**src/rtl/jtopl_pg_pkg.sv**
```systemverilog
// Shared constants for the FM phase generator: default widths, multiplier table, slot-counter width.
// Optional vibrato path is enabled by defining JTOPL_PG_PM_EN (see jtopl_pg_phinc).
package jtopl_pg_pkg;

  localparam int SLOTS_DEF = 18;
  localparam int FW_DEF    = 10;
  localparam int BW_DEF    = 3;
  localparam int PHW_DEF   = 19;

  // Entry 0 is the halving case and is never used as a factor.
  localparam logic [3:0] MUL_TABLE [16] = '{
    4'd0,  4'd1,  4'd2,  4'd3,  4'd4,  4'd5,  4'd6,  4'd7,
    4'd8,  4'd9,  4'd10, 4'd10, 4'd12, 4'd12, 4'd15, 4'd15
  };

  function automatic int slot_width(input int slots);
    return (slots > 1) ? $clog2(slots) : 1;
  endfunction

endpackage

```
**src/rtl/jtopl_pg_seq_if.sv**
```systemverilog
// Per-slot operator inputs and phase outputs of the phase generator.
interface jtopl_pg_seq_if
  import jtopl_pg_pkg::*;
#(
  parameter int SLOTS = SLOTS_DEF,
  parameter int FW    = FW_DEF,
  parameter int BW    = BW_DEF
) ();
  localparam int SW = slot_width(SLOTS);

  logic          zero;
  logic [FW-1:0] fnum;
  logic [BW-1:0] block;
  logic [3:0]    pm_offset;
  logic [3:0]    mul;
  logic          keyon;
  logic [9:0]    phase_out;
  logic [SW-1:0] slot_out;
  logic          valid;

  modport master (
    output zero, fnum, block, pm_offset, mul, keyon,
    input  phase_out, slot_out, valid
  );

  modport slave (
    input  zero, fnum, block, pm_offset, mul, keyon,
    output phase_out, slot_out, valid
  );
endinterface

```
**src/rtl/jtopl_pg_phinc.sv**
```systemverilog
// Combinational phase-increment: frequency/block/vibrato to increment, then multiplier scaling.
// Vibrato offset is only applied when JTOPL_PG_PM_EN is defined.
module jtopl_pg_phinc
  import jtopl_pg_pkg::*;
#(
  parameter int FW  = FW_DEF,
  parameter int BW  = BW_DEF,
  parameter int PHW = PHW_DEF
) (
  input  logic [FW-1:0]  fnum,
  input  logic [BW-1:0]  block,
  input  logic [3:0]     pm_offset,
  input  logic [3:0]     mul,
  output logic [PHW-1:0] phinc
);
  localparam int FRW = FW + (1 << BW) - 1;
  localparam int PW  = (FRW + 4 > PHW) ? FRW + 4 : PHW;

  logic [FW:0]    sum;
  logic [FRW:0]   shifted;
  logic [FRW-1:0] freq;
  logic [PW-1:0]  prod;

`ifdef JTOPL_PG_PM_EN
  // One extra bit keeps fnum near full scale plus a positive offset from wrapping negative.
  logic signed [FW+1:0] sum_s;
  always_comb begin
    sum_s = $signed({2'b00, fnum}) + $signed({{(FW-2){pm_offset[3]}}, pm_offset});
    sum   = sum_s[FW+1] ? '0 : sum_s[FW:0];
  end
`else
  logic unused_pm;
  assign unused_pm = ^pm_offset;
  assign sum       = {1'b0, fnum};
`endif

  // NOTE: every combinational output gets a value on every path, so no latch is inferred.
  always_comb begin
    shifted = {{(FRW-FW){1'b0}}, sum} << block;
    freq    = shifted[FRW:1];
    if (mul == 4'd0) prod = PW'(freq >> 1);
    else             prod = PW'(freq) * PW'(MUL_TABLE[mul]);
    phinc   = prod[PHW-1:0];
  end

endmodule

```
**src/rtl/jtopl_pg_seq.sv**
```systemverilog
// Time-multiplexed phase generator: three cen-gated stages (sample, increment, accumulate)
// over a rotating per-slot phase store. Build option: JTOPL_PG_PM_EN.
module jtopl_pg_seq
  import jtopl_pg_pkg::*;
#(
  parameter int SLOTS = SLOTS_DEF,
  parameter int FW    = FW_DEF,
  parameter int BW    = BW_DEF,
  parameter int PHW   = PHW_DEF
) (
  input  logic          clk,
  input  logic          rst_n,
  input  logic          cen,
  jtopl_pg_seq_if.slave bus
);
  localparam int            SW   = slot_width(SLOTS);
  localparam logic [SW-1:0] LAST = SW'(SLOTS - 1);

  // Stage 1: the slot counter tags the inputs sampled alongside it.
  logic [SW-1:0]  cnt;
  logic [FW-1:0]  fnum_d1;
  logic [BW-1:0]  block_d1;
  logic [3:0]     pm_d1;
  logic [3:0]     mul_d1;
  logic           keyon_d1;
  // Stage 2
  logic [PHW-1:0] phinc;
  logic [PHW-1:0] phinc_d2;
  logic [SW-1:0]  slot_d2;
  logic           keyon_d2;
  // Stage 3
  logic [PHW-1:0] store [SLOTS];
  logic [PHW-1:0] next_phase;
  logic [PHW-1:0] phase;
  logic [SW-1:0]  slot_q;
  logic           sync_d1, sync_d2, valid_q;

  // NOTE: sequential state uses non-blocking assignments so every register samples pre-edge values.
  always_ff @(posedge clk or negedge rst_n) begin
    if (!rst_n) begin
      cnt      <= '0;
      fnum_d1  <= '0;
      block_d1 <= '0;
      pm_d1    <= '0;
      mul_d1   <= '0;
      keyon_d1 <= 1'b0;
      sync_d1  <= 1'b0;
    end else if (cen) begin
      cnt      <= (bus.zero || cnt == LAST) ? '0 : cnt + SW'(1);
      fnum_d1  <= bus.fnum;
      block_d1 <= bus.block;
      pm_d1    <= bus.pm_offset;
      mul_d1   <= bus.mul;
      keyon_d1 <= bus.keyon;
      sync_d1  <= sync_d1 | bus.zero;
    end
  end

  jtopl_pg_phinc #(.FW(FW), .BW(BW), .PHW(PHW)) u_phinc (
    .fnum      (fnum_d1),
    .block     (block_d1),
    .pm_offset (pm_d1),
    .mul       (mul_d1),
    .phinc     (phinc)
  );

  always_ff @(posedge clk or negedge rst_n) begin
    if (!rst_n) begin
      phinc_d2 <= '0;
      slot_d2  <= '0;
      keyon_d2 <= 1'b0;
      sync_d2  <= 1'b0;
    end else if (cen) begin
      phinc_d2 <= phinc;
      slot_d2  <= cnt;
      keyon_d2 <= keyon_d1;
      sync_d2  <= sync_d1;
    end
  end

  // The oldest store entry belongs to the slot now leaving stage 2.
  assign next_phase = keyon_d2 ? '0 : store[SLOTS-1] + phinc_d2;

  // NOTE: the phase store is reset on purpose; every slot must restart from a known zero phase.
  always_ff @(posedge clk or negedge rst_n) begin
    if (!rst_n) begin
      for (int i = 0; i < SLOTS; i++) store[i] <= '0;
      phase   <= '0;
      slot_q  <= '0;
      valid_q <= 1'b0;
    end else if (cen) begin
      store[0] <= next_phase;
      for (int i = 1; i < SLOTS; i++) store[i] <= store[i-1];
      phase   <= next_phase;
      slot_q  <= slot_d2;
      valid_q <= sync_d2;
    end
  end

  assign bus.phase_out = phase[PHW-1 -: 10];
  assign bus.slot_out  = slot_q;
  assign bus.valid     = valid_q;

endmodule
```
**src/flat_wrapper.sv**
```systemverilog
// flat-port wrapper written by rule: the top's interface ports become plain ports
module jtopl_pg_seq_flat import jtopl_pg_pkg::*;
#(
  parameter int SLOTS = SLOTS_DEF,
  parameter int FW    = FW_DEF,
  parameter int BW    = BW_DEF,
  parameter int PHW   = PHW_DEF
)
  (clk, rst_n, cen, bus_zero, bus_fnum, bus_block, bus_pm_offset, bus_mul, bus_keyon, bus_phase_out, bus_slot_out, bus_valid);
  jtopl_pg_seq_if #(.SLOTS(SLOTS), .FW(FW), .BW(BW)) bus_i ();
  input  logic clk;
  input  logic rst_n;
  input  logic cen;
  input wire logic [$bits(bus_i.zero)-1:0] bus_zero;
  input wire logic [$bits(bus_i.fnum)-1:0] bus_fnum;
  input wire logic [$bits(bus_i.block)-1:0] bus_block;
  input wire logic [$bits(bus_i.pm_offset)-1:0] bus_pm_offset;
  input wire logic [$bits(bus_i.mul)-1:0] bus_mul;
  input wire logic [$bits(bus_i.keyon)-1:0] bus_keyon;
  output wire logic [$bits(bus_i.phase_out)-1:0] bus_phase_out;
  output wire logic [$bits(bus_i.slot_out)-1:0] bus_slot_out;
  output wire logic [$bits(bus_i.valid)-1:0] bus_valid;
  assign bus_i.zero = bus_zero;
  assign bus_i.fnum = bus_fnum;
  assign bus_i.block = bus_block;
  assign bus_i.pm_offset = bus_pm_offset;
  assign bus_i.mul = bus_mul;
  assign bus_i.keyon = bus_keyon;
  assign bus_phase_out = bus_i.phase_out;
  assign bus_slot_out = bus_i.slot_out;
  assign bus_valid = bus_i.valid;
  jtopl_pg_seq #(.SLOTS(SLOTS), .FW(FW), .BW(BW), .PHW(PHW)) u_core (.clk(clk), .rst_n(rst_n), .cen(cen), .bus(bus_i));
endmodule
```
**config.mk**
```make
export PLATFORM = sky130hd
export DESIGN_NAME = jtopl_pg_seq_flat
export DESIGN_NICKNAME = d
export VERILOG_FILES = /design/src/rtl/jtopl_pg_pkg.sv /design/src/rtl/jtopl_pg_seq_if.sv /design/src/rtl/jtopl_pg_phinc.sv /design/src/rtl/jtopl_pg_seq.sv /design/src/flat_wrapper.sv
export SDC_FILE = /design/constraint.sdc
export NUM_CORES = 1
export LEC_CHECK = 0
export BUFFER_PORTS_ARGS = -buffer_cell sky130_fd_sc_hd__buf_2
export CORE_ASPECT_RATIO = 1.75
export CORE_MARGIN = 5
export CORE_UTILIZATION = 45
export DETAILED_ROUTE_END_ITERATION = 12
export GPL_TIMING_DRIVEN = 0
export SLEW_MARGIN = 20
export SYNTH_ARGS = -nofsm -noshare
export SYNTH_HDL_FRONTEND = slang
export SYNTH_HIERARCHICAL = 1
export SYNTH_SLANG_ARGS = --single-unit
```
**constraint.sdc**
```tcl
create_clock -name clk -period 7.9 [get_ports clk]
set_clock_uncertainty 0.05 [all_clocks]
set_input_delay 0.395 -clock clk [delete_from_list [all_inputs] [get_ports clk]]
set_output_delay 0.395 -clock clk [all_outputs]
set_load 0.02 [all_outputs]
```
==> impl_metrics.tcl <==
set metrics [dict create \
    setup_viol 0 \
    cp.required_ps 8270 \
    clk_latency_ps 540 \
    worst_setup_path_end_kind "register" \
    vias 10800 \
    final_antenna_net_count 0 \
    rrSetupSlack_ps 3030 \
    overflow 0 \
    via_per_inst 5.27 \
    fp.dieH_um 279 \
    critPathLaunch "u_core/block_d1[0]" \
    n_fill_cell 3527 \
    syn_nets 1476 \
    syn_avg_cell_area_sq_um 13.5 \
    ir_worst_vdd_v 0.000185 \
    cts_resized 0 \
    critPathMaxFanout 10 \
    worst_slew_pin_slew_ps 953 \
    cap_violations 0 \
    clock_path_buffers 3 \
    p_leak_uw 0.0101 \
    rows 98 \
    finalMaxSlewViolations 0 \
    path_common_cell "fa_1" \
    cp_num_buf_inv 3 \
    n_antenna_cell 0 \
    rr_worst_depth 15 \
    area_growth_pct 12.7 \
    gp_congestion 0.914 \
    root_buffer "clkbuf_16" \
    grt_pass1_vias 11800 \
    io_pins 42 \
    hp-start "bus_fnum[0]" \
    drive_gt1_frac 0.380 \
    holdPathStages 2 \
    initial_core_util 0.455 \
    cts_tree "built" \
    cts_setup_buffers 0 \
    wirelength_mm 39.0 \
    cts_buffers 39 \
    grt.total_usage 0.177 \
    antenna_found_initial 0 \
    path_clk_slew_ps 60 \
    ys_warn_count 6 \
    wire_per_inst_um 19.1 \
    period_share 0.616 \
    critPathSlowestCell "nor3_1" \
    finalNetCount 1559 \
    min-delay-path-class "in -> reg" \
    final_util 0.513 \
    hold_path_end "u_core/fnum_d1[0]" \
    worstPathCellList "buf_6, buf_4, mux2i_1, nor3_1, nand2_1, fa_1, inv_1, fa_1, fa_1, a211oi_1, o21ai_1, a211oi_1, o21ai_1, mux2i_1, mux2_2" \
    status "finished clean" \
    port_buffers 37 \
    drtPass1Iterations 4 \
    grt_max_degree 96 \
    synth_cells 1379 \
    reg2reg_from "u_core/block_d1[0]" \
    timing.rr.end "u_core/phinc_d2[16]" \
    crit_type "reg -> reg" \
    cts_sinks 398 \
    hold_viol_final 0 \
    cp_top_family "adder cells" \
    fin_setup_tns_ps 0 \
    die_w_um 164 \
    dpl.hpwl_mm 29.7 \
    cp-start-kind "register" \
    rsz0062_at_grt "no" \
    remaining_drc_errors 0 \
    max_freq_ghz 0.205 \
    cts_max_level 2 \
    p_per_area_nw_per_um2 353 \
    cts_hold_buf 1 \
    arrival_ps 5240 \
    core_sq_um 40800 \
    slowest_delay_ps 590 \
    die-area_sq_um 45600 \
    grt_pass1_wl_mm 64.2 \
    syn_area_sq_um 18600 \
    fin_crit_ps 4870 \
    drtIter0Drc 458 \
    slew_headroom 0.359 \
]
-- state kept, by name, indices dropped and copies added (netlist names) --
signal,count
u_core/cnt,5
u_core/mul_d1,4
u_core/store,342
u_core/bus.slot_out,5
u_core/phinc_d2,19
u_core/block_d1,3
u_core/fnum_d1,10
u_core/keyon_d1,1
u_core/keyon_d2,1
u_core/sync_d1,1
u_core/sync_d2,1
u_core/bus.valid,1
u_core/slot_d2,5
-- report_power, final --
part / leakage, uW / switching, uW / internal, uW / total (uW)
combinational: 0.00423 / 1040 / 1100 / 2130
clock: 0.000675 / 777 / 1170 / 1950
sequential: 0.00522 / 503 / 2800 / 3310
total: 0.0101 / 2320 / 5070 / 7390
-- placed cells by master (no fill, tap or decap), types with 14 or more instances in the layout --
cell type / n
inv_1: 61
clkbuf_16: 39
fa_1: 29
nor2_1: 27
ha_1: 42
nand2_1: 57
a21oi_1: 38
and2_1: 17
o21ai_0: 19
clkbuf_1: 29
dfrtp_1: 398
buf_2: 71
buf_4: 14
mux2_2: 377
nor2b_1: 25
-- cell type report --
class	instances	area (sq um)	area share
clock buffer	56	1140	0.0544
multi-input combinational	840	7940	0.379
sequential	398	9960	0.476
timing repair buffer	42	315	0.0151
clock inverter	14	224	0.0107
tap	550	688	0.0329
buffer	79	438	0.0209
inverter	62	233	0.0111
-- layer usage --
layer  wire, um  part of all wire  global-route usage  vias to the layer above
li1           -                 -                   -                     5021
met1      13900              0.35               0.183                     5476
met2      21400              0.55               0.333                      155
met3        980             0.025              0.0229                      103
met4       2790             0.072               0.111                        0
met5          0                 0                   0                        -
-- per-stage QoR --
step	cell area (sq um)	cells	hold WS [ps]	setup WS [ps]	power, uW
2_1_floorplan	18600	1379	49.4	3770	4790
6_report	20900	2041	42.4	3030	7390
3_5_place_dp	19600	1970	297	2950	5490
3_3_place_gp	19400	1966	390	-1260	5420
4_1_cts	20900	2041	16.8	2940	7500
5_1_grt	20900	2041	32.5	2660	7860
-- worst max path at each step --
stage | end | slack (ps) | cells after the start
after global routing | u_core/phinc_d2[16] | 2660 | 15
final | u_core/phinc_d2[16] | 3030 | 15
after CTS | u_core/phinc_d2[16] | 2940 | 15
after detailed placement | u_core/phinc_d2[16] | 2950 | 15
after floorplan | u_core/phinc_d2[18] | 3770 | 16
after global placement | u_core/store[48] | -1260 | 1
Note: power is estimated with default switching activity, not from simulation.
